--- config.mk ---
export PLATFORM = sky130hd
export DESIGN_NAME = shift_register_ctrl
export DESIGN_NICKNAME = d
export VERILOG_FILES = /design/src/rtl/shift_register_pkg.sv /design/src/rtl/shift_tap_mux.sv /design/src/rtl/shift_register_ctrl.sv
export SDC_FILE = /design/constraint.sdc
export NUM_CORES = 1
export LEC_CHECK = 0
export ABC_CLOCK_PERIOD_IN_PS = 2300
export BUFFER_PORTS_ARGS = -buffer_cell sky130_fd_sc_hd__buf_2
export CORE_MARGIN = 2
export CORE_UTILIZATION = 54
export CTS_CLUSTER_SIZE = 8
export DETAILED_ROUTE_END_ITERATION = 8
export HOLD_SLACK_MARGIN = 0.15
export PLACE_DENSITY = 0.91
export SYNTH_ARGS = -nofsm -noshare
export SYNTH_HDL_FRONTEND = slang
export SYNTH_SLANG_ARGS = --single-unit
--- constraint.sdc ---
create_clock -name clk -period 2.3 [get_ports clk]
set_input_delay 0.345 -clock clk [delete_from_list [all_inputs] [get_ports clk]]
set_output_delay 0.345 -clock clk [all_outputs]
set_load 0.02 [all_outputs]
--- src/rtl/shift_register_pkg.sv ---
// Shared definitions for the configurable shift register / sample history buffer.
// Latency: n/a (types and constants only).
// Backpressure: n/a.
package shift_register_pkg;

    // Operating mode, sampled on every rising clk edge together with shift_en.
    typedef enum logic [1:0] {
        MODE_SHIFT_FWD = 2'd0,  // stage 0 takes data_in, contents move towards DEPTH-1
        MODE_ROTATE    = 2'd1,  // last stage wraps into stage 0, data_in ignored
        MODE_SHIFT_REV = 2'd2,  // stage DEPTH-1 takes data_in, contents move towards 0
        MODE_HOLD      = 2'd3   // no change even when shift_en is high
    } mode_e;

endpackage

--- src/rtl/shift_tap_mux.sv ---
// Combinational read-tap selector over a flattened multi-stage bus.
// Latency: zero cycles; tap_out/tap_valid follow data_flat/valid/tap_sel directly.
// Backpressure: none; pure selector, no handshake.
//
// Ports:
//   data_flat  stage i at bits [i*WIDTH +: WIDTH]
//   valid      per-stage valid bit
//   tap_sel    stage index to read
//   tap_out    data of the selected stage (0 when tap_sel >= DEPTH)
//   tap_valid  valid bit of the selected stage (0 when tap_sel >= DEPTH)
module shift_tap_mux #(
    parameter int WIDTH = 8,
    parameter int DEPTH = 8,
    parameter int TAP_W = $clog2(DEPTH)
) (
    input  logic [DEPTH*WIDTH-1:0] data_flat,
    input  logic [DEPTH-1:0]       valid,
    input  logic [TAP_W-1:0]       tap_sel,
    output logic [WIDTH-1:0]       tap_out,
    output logic                   tap_valid
);

    // Compare against every legal index; an index beyond the last stage
    // matches nothing and so falls through to the zero defaults.
    always_comb begin
        tap_out   = '0;
        tap_valid = 1'b0;
        for (int i = 0; i < DEPTH; i++) begin
            if (tap_sel == TAP_W'(i)) begin
                tap_out   = data_flat[i*WIDTH +: WIDTH];
                tap_valid = valid[i];
            end
        end
    end

endmodule

--- src/rtl/shift_register_ctrl.sv ---
// Configurable delay line / sample history buffer with per-stage valid and occupancy count.
// Latency: stages, valid bits, count, full and empty update one clk after the qualifying edge; tap read is combinational.
// Backpressure: none; every enabled edge advances the register, the oldest entry simply falls off the end.
//
// Ports:
//   clk, rst_n     rising-edge clock, asynchronous active-low reset
//   shift_en       advance the register this cycle according to mode
//   mode           0 forward shift, 1 rotate, 2 reverse shift, 3 hold
//   clear          synchronous clear of data, valid and count (highest priority)
//   data_in        entry written by forward/reverse shift, with in_valid
//   tap_sel        stage index for tap_out/tap_valid
//   reg_out_flat   all stages, stage i at bits [i*WIDTH +: WIDTH]
//   valid_out      per-stage valid bits
//   tap_out        stage[tap_sel], tap_valid its valid bit
//   count          number of valid stages, full/empty decoded from it
module shift_register_ctrl
    import shift_register_pkg::*;
#(
    parameter int WIDTH = 8,
    parameter int DEPTH = 8,
    parameter int TAP_W = $clog2(DEPTH),
    parameter int CNT_W = $clog2(DEPTH + 1)
) (
    input  logic                   clk,
    input  logic                   rst_n,
    input  logic                   shift_en,
    input  logic [1:0]             mode,
    input  logic                   clear,
    input  logic [WIDTH-1:0]       data_in,
    input  logic                   in_valid,
    input  logic [TAP_W-1:0]       tap_sel,
    output logic [DEPTH*WIDTH-1:0] reg_out_flat,
    output logic [DEPTH-1:0]       valid_out,
    output logic [WIDTH-1:0]       tap_out,
    output logic                   tap_valid,
    output logic [CNT_W-1:0]       count,
    output logic                   full,
    output logic                   empty
);

    localparam int FLAT_W = DEPTH * WIDTH;

    logic [FLAT_W-1:0] data_q, data_d;
    logic [DEPTH-1:0]  vld_q,  vld_d;
    logic [CNT_W-1:0]  cnt_q,  cnt_d;
    mode_e             mode_s;

    assign mode_s = mode_e'(mode);

    // Next state. The whole register is kept as one flat vector so each
    // mode is a single concatenation; stage 0 is the least significant slice.
    always_comb begin
        data_d = data_q;
        vld_d  = vld_q;
        cnt_d  = cnt_q;
        if (clear) begin
            data_d = '0;
            vld_d  = '0;
            cnt_d  = '0;
        end else if (shift_en) begin
            case (mode_s)
                MODE_SHIFT_FWD: begin
                    data_d = {data_q[FLAT_W-WIDTH-1:0], data_in};
                    vld_d  = {vld_q[DEPTH-2:0], in_valid};
                    // Modular arithmetic: a full register taking a valid entry
                    // while dropping a valid one nets to zero even if the
                    // intermediate sum would not fit in CNT_W bits.
                    cnt_d  = cnt_q + CNT_W'(in_valid) - CNT_W'(vld_q[DEPTH-1]);
                end
                MODE_ROTATE: begin
                    data_d = {data_q[FLAT_W-WIDTH-1:0], data_q[FLAT_W-1 -: WIDTH]};
                    vld_d  = {vld_q[DEPTH-2:0], vld_q[DEPTH-1]};
                end
                MODE_SHIFT_REV: begin
                    data_d = {data_in, data_q[FLAT_W-1:WIDTH]};
                    vld_d  = {in_valid, vld_q[DEPTH-1:1]};
                    cnt_d  = cnt_q + CNT_W'(in_valid) - CNT_W'(vld_q[0]);
                end
                default: begin
                    // MODE_HOLD: keep everything as is
                end
            endcase
        end
    end

    always_ff @(posedge clk or negedge rst_n) begin
        if (!rst_n) begin
            data_q <= '0;
            vld_q  <= '0;
            cnt_q  <= '0;
        end else begin
            data_q <= data_d;
            vld_q  <= vld_d;
            cnt_q  <= cnt_d;
        end
    end

    assign reg_out_flat = data_q;
    assign valid_out    = vld_q;
    assign count        = cnt_q;
    assign full         = (cnt_q == CNT_W'(DEPTH));
    assign empty        = (cnt_q == '0);

    shift_tap_mux #(
        .WIDTH (WIDTH),
        .DEPTH (DEPTH),
        .TAP_W (TAP_W)
    ) u_tap_mux (
        .data_flat (data_q),
        .valid     (vld_q),
        .tap_sel   (tap_sel),
        .tap_out   (tap_out),
        .tap_valid (tap_valid)
    );

endmodule

==> results.md <==
* Post-DP HPWL at 9090 microns
* Post-Syn Area per Cell at 9.55 sq um
* Gate Count Post-Synth at 438
* Placed cell count at 623
* Largest net degree at the start of global routing at 77
* Yosys cell types at 34
* Xor and xnor area share after synthesis at 0.209%
* Synth Register Bits at 76
* Peak fanout along the critical path at 16
* Core footprint at 7610 sq um
* Arrival @ worst endpoint at 1.83 ns
* Crit-path cells: buf_2 > buf_4 > nor2b_1 > a21oi_1 > a21oi_1 > a21oi_1 > buf_2
* Max IR drop VDD at 0.447 mV
* Initial Util at 55.0%
* Synth Area in Simple Gates at 11.1%
* Power per cell area at 531 nW/um^2
* # IOs at 105
* Clock buffer depth at 2
* Slowest cell on crit path: buf_2
* Clock slew at reported path FFs at 0.08 ns
* Max Cap Viol at 0
* HP Class: input pin to register
* Number of CTS-inserted buffers at 9
* Count of final setup violators at 0
* Number of diodes at 0
* Post-Syn Nets at 463
* Post-route setup TNS at 0 ns
* Post-Syn Area at 4180 sq um
* Drt first pass iters at 6
* Post-CTS Hold Buffers at 1
* CTS root buffer: clkbuf_8
* Post-CTS Resized at 0
* Fmax at 459 MHz
* Startpoint types: input pin
* CP Class: input pin to primary output
* Syn. warnings at 0
* TritonCTS clock tree: built
* Num rows at 32
* Port Buffers at 104
* Nets at 558
* Area grow syn2layout at 21.7%
* DRC Markers at 0
* Period Utilization, post-route at 94.7%
* Worst Path Required at 1.96 ns
* Most frequent CP cell: a21oi_1
* Die Height at 92.0 microns
* Non-Filler Instances at 639
* Worst setup margin at 0.122 ns
* Clk sinks at 76
* Iter 0 DRT Violations at 619
* CP peak stage delay at 0.39 ns
* RSZ-0062 raised after global routing: no
* Routed length per instance at 21.0 microns
* Later-pin clock latency in the skew report at 0.35 ns
* Post-synthesis compound-gate area fraction at 25.5%
* Worst Skew at 0.00989 ns
* Total Wirelength at 13,400 microns
* Gr ovfl total at 0
* Global-route wire length before repair at 21,600 microns
* Family with the most delay on the worst path: buffers and inverters
* Fill cell count at 576
* Minimum clock period at 2.18 ns
* Post-CTS Setup Repair Bufs at 0
* Adder-Cell Fraction of Synth Area at 2.09%
* Outcome: completed
* Worst-margin pin slew at 0.479 ns
* Share of post-route cells with drive strength above 1 at 31.3%
* Initial antenna violation count at 0
* Number of global-route vias before repair at 3,950
* Sequential share of the synthesized area at 45.5%
* Die Wd at 92.0 microns
* Mean number of vias per cell at 6.71
* Via count at 4,287
* Dpl ws at -0.0434 ns
* H-tree depth at 3
* Leakage at 2.33 nW
* Worst relative slew slack at 68.1%
* Die area at 8470 sq um
* Total track usage at 33.2%
* Final Max Slew Viols at 0
* Number of routed nets with antenna violations at 0
* Crit path buffers/inverters at 3
* CP Capture Type: primary output
* RePlAce Congestion at 0.901
* Multiplexer share of the synthesized area at 10.9%
* Largest family of logic cells by synthesized area: compound AO/OA/AOI/OAI gates
* Hold Violations, Final at 0
-- worst register-to-register path, stage by stage, from the launching register on --
cell,delay (ns)
dfrtp_1,0.43
ha_1,0.29
inv_1,0.06
ha_4,0.16
nor2b_4,0.12
or3b_2,0.46
a31oi_1,0.17
mux2_1,0.34
-- cell type report --
| class | count | area [sq um] | share of cell area (%) |
|---|---|---|---|
| Clock buffer | 11 | 151 | 2.97 |
| Clock inverter | 4 | 25.0 | 0.492 |
| Timing Repair Buffer | 123 | 728 | 14.3 |
| Tap cell | 102 | 128 | 2.51 |
| Sequential cell | 76 | 1900 | 37.4 |
| Inverter | 6 | 22.5 | 0.442 |
| Multi-Input combinational cell | 317 | 2130 | 41.9 |
-- layer usage --
metal | routed length [microns] | track usage [%] | up-vias
li1 | - | - | 1805
met1 | 4950 | 47.1 | 2076
met2 | 6150 | 48.2 | 343
met3 | 1800 | 9.61 | 63
met4 | 541 | 13.4 | 0
met5 | 0 | 0 | -
-- sequential cells by signal (all words and copies together), names as in the netlist --
name / count
count: 4
valid_out: 8
reg_out_flat: 64
-- power breakdown --
part	leakage [nW]	switching, mW	internal (mW)
logic	1.18	0.269	0.128
registers	1.06	0.0259	1.35
clock network	0.0872	0.490	0.441
total	2.33	0.785	1.92
-- stage by stage --
step	cell area (sq um)	power (mW)	util (%)	hold WS [ns]
2_1_floorplan	4230	1.63	-	0.0494
3_3_place_gp	4900	1.78	64.5	0.405
3_5_place_dp	4900	1.79	64.5	0.410
4_1_cts	5090	2.71	66.9	0.271
5_1_grt	5090	2.82	66.9	0.281
6_report	5090	2.70	66.9	0.279
-- synthesized netlist by cell type --
cell,n,area [sq um]
dfrtp_1,76,1900
a22oi_1,72,541
nand2b_1,4,25.0
a21oi_1,14,70.1
inv_1,6,22.5
nor4_1,1,6.26
o21ai_0,26,130
o2bb2ai_1,2,17.5
buf_1,1,3.75
or3_1,2,12.5
nor4b_1,1,8.76
nand3b_2,1,11.3
ha_1,7,87.6
o21ai_1,56,280
nor2_1,6,22.5
nand2_1,82,308
clkbuf_1,21,78.8
buf_2,15,75.1
and2_1,1,6.26
mux2_2,8,90.1
buf_4,2,15.0
nor2b_1,3,18.8
mux2i_1,4,40.0
nor3_1,2,10.0
a31oi_1,1,6.26
and4b_1,1,10.0
a21oi_2,1,8.76
or3b_2,1,8.76
mux4_2,14,315
a21o_1,2,15.0
xnor2_1,1,8.76
mux2_1,1,11.3
nand3_1,2,10.0
nand4_1,1,6.26
-- logic make-up after synthesis --
logic type	Yosys count
AOI/OAI and AO/OA	174
xor gates and xnor gates	1
adders and majority gates	7
buffers and inverters	45
DFF	76
muxes	27
and+or+nand+nor	108
-- cells in the final DEF (no fill, tap or decap), types with 2 or more instances in the layout --
master / netlist / routed
mux2_2: 8 / 7
o2bb2ai_1: 2 / 2
o21ai_1: 56 / 56
nor2_1: 6 / 6
ha_1: 7 / 5
nand2b_1: 4 / 3
clkinv_2: 0 / 2
a21o_1: 2 / 2
a22oi_1: 72 / 72
clkbuf_8: 0 / 11
o21ai_0: 26 / 26
nor3_1: 2 / 2
nor2b_1: 3 / 2
ha_4: 0 / 2
or3_1: 2 / 2
nand2_1: 82 / 82
buf_12: 0 / 5
dfrtp_1: 76 / 76
mux4_2: 14 / 14
buf_2: 15 / 104
buf_4: 2 / 13
inv_1: 6 / 5
a21oi_1: 14 / 14
nand3_1: 2 / 2
clkinvlp_4: 0 / 2
mux2i_1: 4 / 4
-- path summary, 6_finish.rpt --
| kind | slack, ns | endpoint | cells after the start | from |
|---|---|---|---|---|
| worst min register to register | 0.56 | reg_out_flat[1] | 2 | reg_out_flat[1] |
| min in group asynchronous | 0.56 | reg_out_flat[38] | 3 | rst_n |
| worst min-delay path | 0.28 | count[0] | 2 | clear |
| worst max register to register | 0.15 | count[3] | 7 | count[0] |
| max in group asynchronous | 1.41 | valid_out[3] | 3 | rst_n |
| worst max-delay path | 0.12 | tap_out[0] | 7 | tap_sel[0] |
No activity file was read; power rests on OpenSTA's default activity.
